File: src/rtl/dmem_arbiter.sv
// Two-port round-robin arbiter and access sequencer for the byte-addressed data memory.
// Optional misalignment rejection is enabled by defining DMEM_ARB_ALIGN_CHECK_EN.
module dmem_arbiter #(
    parameter int unsigned MEM_BYTES = 1024,
    parameter int unsigned ADDR_W    = 32
) (
    input  logic              CLK,
    input  logic              Reset,
    input  logic              r0_req,
    input  logic              r0_we,
    input  logic [ADDR_W-1:0] r0_addr,
    input  logic [31:0]       r0_wdata,
    input  logic [1:0]        r0_size,
    input  logic              r0_uns,
    output logic              r0_ack,
    input  logic              r1_req,
    input  logic              r1_we,
    input  logic [ADDR_W-1:0] r1_addr,
    input  logic [31:0]       r1_wdata,
    input  logic [1:0]        r1_size,
    input  logic              r1_uns,
    output logic              r1_ack,
    output logic [31:0]       rdata,
    output logic              err,
    output logic              busy,
    output logic [ADDR_W-1:0] DAddr,
    output logic [31:0]       DataIn,
    output logic [2:0]        Load,
    output logic [1:0]        Store,
    output logic              mRD,
    output logic              mWR,
    input  logic [31:0]       DataOut
);

    typedef enum logic [1:0] {StIdle, StIssue, StDone} state_e;

    localparam logic [ADDR_W:0] MemLimit = (ADDR_W+1)'(MEM_BYTES);

    state_e            state_q, state_d;
    logic              last_grant_q;
    logic              gnt_q;
    logic              we_q;
    logic              err_q;

    logic              any_req;
    logic              sel_port;
    logic              sel_we;
    logic [ADDR_W-1:0] sel_addr;
    logic [31:0]       sel_wdata;
    logic [1:0]        sel_size;
    logic              sel_uns;
    logic [1:0]        extra;
    logic [ADDR_W:0]   last_byte;
    logic              range_err;
    logic              align_err;
    logic              sel_err;
    logic [2:0]        load_enc;
    logic [1:0]        store_enc;

    assign any_req = r0_req | r1_req;
    assign busy    = (state_q != StIdle);

    // On a tie the port that did not win last time gets the grant.
    always_comb begin
        sel_port = 1'b0;
        if (r0_req && r1_req) begin
            sel_port = ~last_grant_q;
        end else if (r1_req) begin
            sel_port = 1'b1;
        end
        sel_we    = sel_port ? r1_we    : r0_we;
        sel_addr  = sel_port ? r1_addr  : r0_addr;
        sel_wdata = sel_port ? r1_wdata : r0_wdata;
        sel_size  = sel_port ? r1_size  : r0_size;
        sel_uns   = sel_port ? r1_uns   : r0_uns;
    end

    always_comb begin
        case (sel_size)
            2'b00:   extra = 2'd0;
            2'b01:   extra = 2'd1;
            default: extra = 2'd3;
        endcase
        // One extra bit so an access straddling the top of the address space cannot wrap.
        last_byte = {1'b0, sel_addr} + {{(ADDR_W-1){1'b0}}, extra};
        range_err = (last_byte >= MemLimit);
`ifdef DMEM_ARB_ALIGN_CHECK_EN
        align_err = ((sel_size == 2'b01) && sel_addr[0]) ||
                    (sel_size[1] && (sel_addr[1:0] != 2'b00));
`else
        align_err = 1'b0;
`endif
        sel_err = range_err | align_err;
    end

    always_comb begin
        case (sel_size)
            2'b00:   load_enc = {2'b00, sel_uns};
            2'b01:   load_enc = {2'b01, sel_uns};
            default: load_enc = 3'b100;
        endcase
        case (sel_size)
            2'b00:   store_enc = 2'b00;
            2'b01:   store_enc = 2'b01;
            default: store_enc = 2'b10;
        endcase
    end

    always_comb begin
        state_d = state_q;
        case (state_q)
            StIdle:  if (any_req) state_d = StIssue;
            StIssue: state_d = StDone;
            StDone:  state_d = StIdle;
            default: state_d = StIdle;
        endcase
    end

    // Strobes, acks, rdata and err are single-cycle and default low every cycle;
    // the memory-side address/data/encodings hold until the next grant.
    always_ff @(posedge CLK or posedge Reset) begin
        if (Reset) begin
            state_q      <= StIdle;
            last_grant_q <= 1'b1;
            gnt_q        <= 1'b0;
            we_q         <= 1'b0;
            err_q        <= 1'b0;
            DAddr        <= '0;
            DataIn       <= '0;
            Load         <= '0;
            Store        <= '0;
            mRD          <= 1'b0;
            mWR          <= 1'b0;
            r0_ack       <= 1'b0;
            r1_ack       <= 1'b0;
            rdata        <= '0;
            err          <= 1'b0;
        end else begin
            state_q <= state_d;
            mRD     <= 1'b0;
            mWR     <= 1'b0;
            r0_ack  <= 1'b0;
            r1_ack  <= 1'b0;
            rdata   <= '0;
            err     <= 1'b0;
            case (state_q)
                StIdle: begin
                    if (any_req) begin
                        gnt_q        <= sel_port;
                        last_grant_q <= sel_port;
                        we_q         <= sel_we;
                        err_q        <= sel_err;
                        DAddr        <= sel_addr;
                        DataIn       <= sel_wdata;
                        Load         <= load_enc;
                        Store        <= store_enc;
                        mRD          <= ~sel_we & ~sel_err;
                        mWR          <= sel_we & ~sel_err;
                    end
                end
                StIssue: begin
                    r0_ack <= ~gnt_q;
                    r1_ack <= gnt_q;
                    err    <= err_q;
                    rdata  <= (!we_q && !err_q) ? DataOut : 32'd0;
                end
                default: ;
            endcase
        end
    end

endmodule

File: config.mk
export PLATFORM = sky130hd
export DESIGN_NAME = dmem_arbiter
export DESIGN_NICKNAME = d
export VERILOG_FILES = /design/src/rtl/dmem_arbiter.sv
export SDC_FILE = /design/constraint.sdc
export NUM_CORES = 1
export LEC_CHECK = 0
export BUFFER_PORTS_ARGS = -buffer_cell sky130_fd_sc_hd__buf_4
export CAP_MARGIN = 25
export CORE_ASPECT_RATIO = 0.8
export CORE_MARGIN = 2
export CORE_UTILIZATION = 40
export DETAILED_ROUTE_END_ITERATION = 16
export MAX_ROUTING_LAYER = met4
export PLACE_DENSITY = 0.73
export SETUP_SLACK_MARGIN = 0.2
export SLEW_MARGIN = 40
export SYNTH_ARGS = -nofsm -noshare
export SYNTH_HDL_FRONTEND = slang
export SYNTH_SLANG_ARGS = --single-unit
File: constraint.sdc
create_clock -name CLK -period 4.91 [get_ports CLK]
set_input_delay 0.491 -clock CLK [delete_from_list [all_inputs] [get_ports CLK]]
set_output_delay 0.491 -clock CLK [all_outputs]
set_load 0.05 [all_outputs]
Word-level counts from Yosys, hierarchy flattened
Index checks and enable logic that the tools add are counted.
Word-level totals
  register bits after elaboration: 112
  latch bits: 0
  bits in writable memories: 0
  ROM bits: 0
  input bits: 172
  output and inout bits: 107
  word-level logic and storage cells: 56
  memories: 0
Cells by class
  add/subtract/negate cells: 1
  multiply operators: 0
  divide/modulo/power cells: 0
  $lt $le $gt $ge: 1
  eq/ne operators: 3
  shift-type cells: 0
  muxes and demuxes: 21
  bitwise operators: 7
  reductions and logical operators: 8
Operator list (number)
  $mux 32: 4
  $add 32x2->33: 1
  $ge 33x11->1 const B: 1
  $pmux 2 s2: 3
  $mux 1: 11
  $pmux 3 s2: 1
  $eq 2x1->1 const B: 2
  $logic_not 2->1: 2
  $mux 2: 2
  $not 1->1: 4
  $and 1x1->1: 2
  $logic_and 1x1->1: 2
  $logic_not 1->1: 2
  $ne 2x2->1 const B: 1
  $reduce_and 2->1: 1
  $reduce_bool 2->1: 1
  $or 1x1->1: 1

Depth between registers and ports, before layout
  word-level depth: 11
  depth in mapped cells: 18

Worst setup path before layout
Ideal clock, no wire load.
  path kind: input to register
  from: input port r1_req
  to: register err_q
  setup time: 0.126 ns
  arrival: 4.800 ns
  data required time: 4.784 ns
  slack: -0.016 ns
  stages: 17
  buffers on the path: 5
  cells stage by stage: a21boi_4 buf_4 buf_4 buf_2 clkbuf_1 clkbuf_1 mux2i_1 nand2_1 ha_1 maj3_1 and3_1 o221ai_1 xor2_1 a2111oi_0 nand4_1 or4_4 o32a_1
Between the ends
  word-level cells in the longest chain between the ends: 7
Ends and longest elaborated chain
  from (decl): line 16  | input logic r1_req,
  $mux 1 or $logic_and 1x1->1 (tied branches): line 68, 66
  $mux 1: line 66  | if (r0_req && r1_req) begin
  $mux 2: line 74  | sel_size = sel_port ? r1_size : r0_size;
  $eq 2x1->1 or $logic_not 2->1 (tied branches): line 79  | case (sel_size)
  $pmux 2 s2: line 79
  $add 32x2->33: line 85  | last_byte = {1'b0, sel_addr} + {{(ADDR_W-1){1'b0}}, extra};
  $ge 33x11->1: line 86  | range_err = (last_byte >= MemLimit);
  to (signal assigned): line 152  | err_q <= sel_err;
  to (decl): line 43  | logic err_q;
Parallel ways exist; a longest one is shown, timed or not.
A chain may end at the register's enable or synchronous reset.

Worst setup path in the final report
  from: register last_grant_q
  to: register err_q
RTL lines
  from (decl): line 40  | logic last_grant_q;
  from (signal assigned): line 150  | last_grant_q <= sel_port;
  $not 1->1: line 67  | sel_port = ~last_grant_q;
  $mux 1: line 66
  $mux 32: line 72  | sel_addr = sel_port ? r1_addr : r0_addr;
  named net sel_addr[0]: line 48  | logic [ADDR_W-1:0] sel_addr;
  $add 32x2->33: line 85
  $ge 33x11->1: line 86
The timed path passes the listed nets, and every way through them passes these cells.

==> metrics.yaml <==
run_status:
  outcome: "completed"
cells_and_area:
  diodes: 0
  fin_util_pct: 58.7
  nNetsFinal: 1084
  area_delta_synth_final_pct: 43.7
  drive_above_1_share_pct: 34.8
worst_setup_path:
  crit_path_frequent_cell: "nand2_1"
  path_class: "reg -> reg"
  worstPathRequired_ps: 5150
  path_cells: "a21bo_2 > buf_4 > nand2_1 > nand2_1 > ha_1 > maj3_1 > and3_1 > nor2_1 > or3_4 > a2111oi_0 > nand4_1 > or4_4 > o32a_1"
  r2r_cells: 13
  critPathLaunchType: "flip-flop"
  cp_max_fo: 23
  cpMaxStageDelayCell: "dfstp_2"
  cp.depth: 13
  cp.buffers_inverters: 1
  max_stage_delay_ps: 570
  crit_family: "simple AND/OR/NAND/NOR gates"
  arrival_ps: 4340
  cp-end-kind: "flip-flop"
floorplanning:
  fp.dieW_um: 139
  num_io_pins: 279
  die_area_um2: 15600
  placementRows: 39
  die_y_um: 112
  start_util_pct: 40.9
  core-area_um2: 14200
routing:
  drt_iter0_drc: 434
  drt_first_pass_iters: 5
  wl_per_cell_um: 17.1
  wl_um: 18800
  postRouteAntennaNets: 0
  vias: 5739
  route.detailed.drc: 0
  via_per_inst: 5.22
logic_synthesis:
  seq_area_frac_synth_pct: 47.3
  syn_nets: 825
  yosys.cell_count.top_type: "nand2_1"
  synth_ff_type: "dfrtp_1"
  synth.top_cells.by_count: "130 x nand2_1, 109 x dfrtp_1, 55 x nor2_1"
  yosysTopAreaCell: "dfrtp_1"
  ys_ff_latch: 110
  synth_cells: 651
  synth_top_area_share_pct: 46.8
  synth_warnings: 0
  synth-edff-count: 0
  yosysUniqueCellTypes: 64
  synthArstFlopShare_pct: 100
  synthTopCellsByArea: "dfrtp_1 47%, nand2_1 8.4%, mux2i_1 5.5%"
  syn_area_um2: 5830
  synth_area_per_cell_um2: 8.95
clock_network:
  cts-root-buf: "clkbuf_16"
  clkSinkCount: 110
  cts_setup_buffers: 0
  insertion_delay_ps: 350
  cts.repair.resized: 0
  numCtsBuffers: 9
  postCtsHoldBufs: 0
  cts_tree: "yes"
  cts_max_level: 3
  clkTransAtPathRegs_ps: 80
  cts_buffer_depth: 2
timing:
  drv_slew: 0
  max_slew_margin_pct: 47.0
  fin_crit_ps: 4110
  timing.final.ws_setup_ps: 804
  skew_ps: 6.19
  fin_crit_sh_pct: 83.6
  setup_tns_ps: 0
  rsz0062_at_grt: "no"
  hold_violations: 0
  tightest_slew_ps: 795
  max_freq_mhz: 244
  hold_ws_ps: 221
  setup_viol: 0
global_routing:
  overflow: 0
  antenna_found_initial: 0
  grt_pass1_vias: 5504
  track_usage_pct: 24.7
  grt_pass1_wl_um: 29400
  grt_max_degree: 84
placement:
  hpwl_um: 14400
  io_buffers: 278
  dp_slack_ps: 619
  place_congestion: 0.937
flow_run:
  drv_cap: 0
power_and_ir_drop:
  ir_drop_mv: 0.388
  powerDensity_nw_per_um2: 558
  p_leak_nw: 4.08
min_path:
  hold_class: "in -> async"
through the flow:
| stage | total power, mW | std cells | cell area [µm²] |
|---|---|---|---|
| CTS | 4.72 | 1099 | 8370 |
| floorplan | 3.12 | 651 | 5830 |
| global route | 4.93 | 1099 | 8370 |
| global placement | 3.92 | 1083 | 8050 |
| detailed placement | 3.95 | 1083 | 8050 |
| finish | 4.67 | 1099 | 8370 |
per-layer routing:
| layer | vias up | part of all wire (%) | GRT usage [%] |
|---|---|---|---|
| li1 | 2809 | - | - |
| met1 | 2662 | 45 | 33.4 |
| met2 | 257 | 46 | 38.0 |
| met3 | 11 | 8.0 | 5.81 |
| met4 | 0 | 1.1 | 5.59 |
| met5 | - | 0 | - |
sequential cells by signal, summed over array words and instances (netlist names), 2 cells and up:
register and flops:
DAddr 32, DataIn 32, Load 3, rdata 32, state_q 2
final timing paths:
check	start	endpoint	slack, ps
max in group asynchronous	Reset	rdata[31]	3710
max	last_grant_q	err_q	800
min in group CLK	DataOut[18]	rdata[18]	340
min	Reset	rdata[6]	220
min reg2reg	gnt_q	r0_ack	470
max reg2reg	last_grant_q	err_q	800
cell type report:
| type | instances | area (µm²) |
|---|---|---|
| Timing Repair Buffer | 286 | 2150 |
| Multi-Input combinational cell | 493 | 2880 |
| Sequential cell | 110 | 2750 |
| Inverter | 10 | 42.5 |
| Fill cell | 1315 | 5880 |
| Tap cell | 184 | 230 |
| Clock inverter | 7 | 91.3 |
| Clock buffer | 9 | 225 |
logic make-up (layout without fill, tap and decap cells):
kind of cell	count (synthesis)	in the layout	synth area share, %
fa+ha+maj	4	4	0.773
simple gates	312	312	25.9
flops	110	110	47.3
compound gates	130	130	14.8
xor+xnor	14	14	2.10
mux	33	33	5.69
buf+inv	48	312	3.46
worst reg2reg max path, delay by kind of cell (launching register included):
kind,cells,cell delay (ps)
and+or+nand+nor,7,1760
AOI/OAI and AO/OA,3,920
buffers and inverters,1,260
adders and majority gates,2,470
DFF,1,570
cells in the final DEF (no fill, tap or decap), drive strengths merged, types with 3 or more instances in the layout:
| master | count |
|---|---|
| o22ai | 6 |
| nor3b | 4 |
| inv | 12 |
| a21oi | 12 |
| and4 | 3 |
| nand2 | 130 |
| nor3 | 10 |
| mux2i | 32 |
| buf | 286 |
| xor2 | 6 |
| nand3 | 24 |
| nand2b | 3 |
| clkinv | 5 |
| a22oi | 4 |
| xnor2 | 8 |
| nor4b | 4 |
| nor4 | 5 |
| nand4 | 10 |
| a31oi | 44 |
| and3 | 13 |
| and2 | 40 |
| o21ai | 34 |
| dfrtp | 109 |
| clkbuf | 9 |
| nor2 | 55 |
where the power goes:
group | internal [mW] | switching, mW | total, mW
clock | 0.369 | 0.387 | 0.756
sequential | 1.22 | 0.174 | 1.39
combinational | 0.753 | 1.77 | 2.52
total | 2.34 | 2.33 | 4.67
Power figures use the tool's default switching activity.
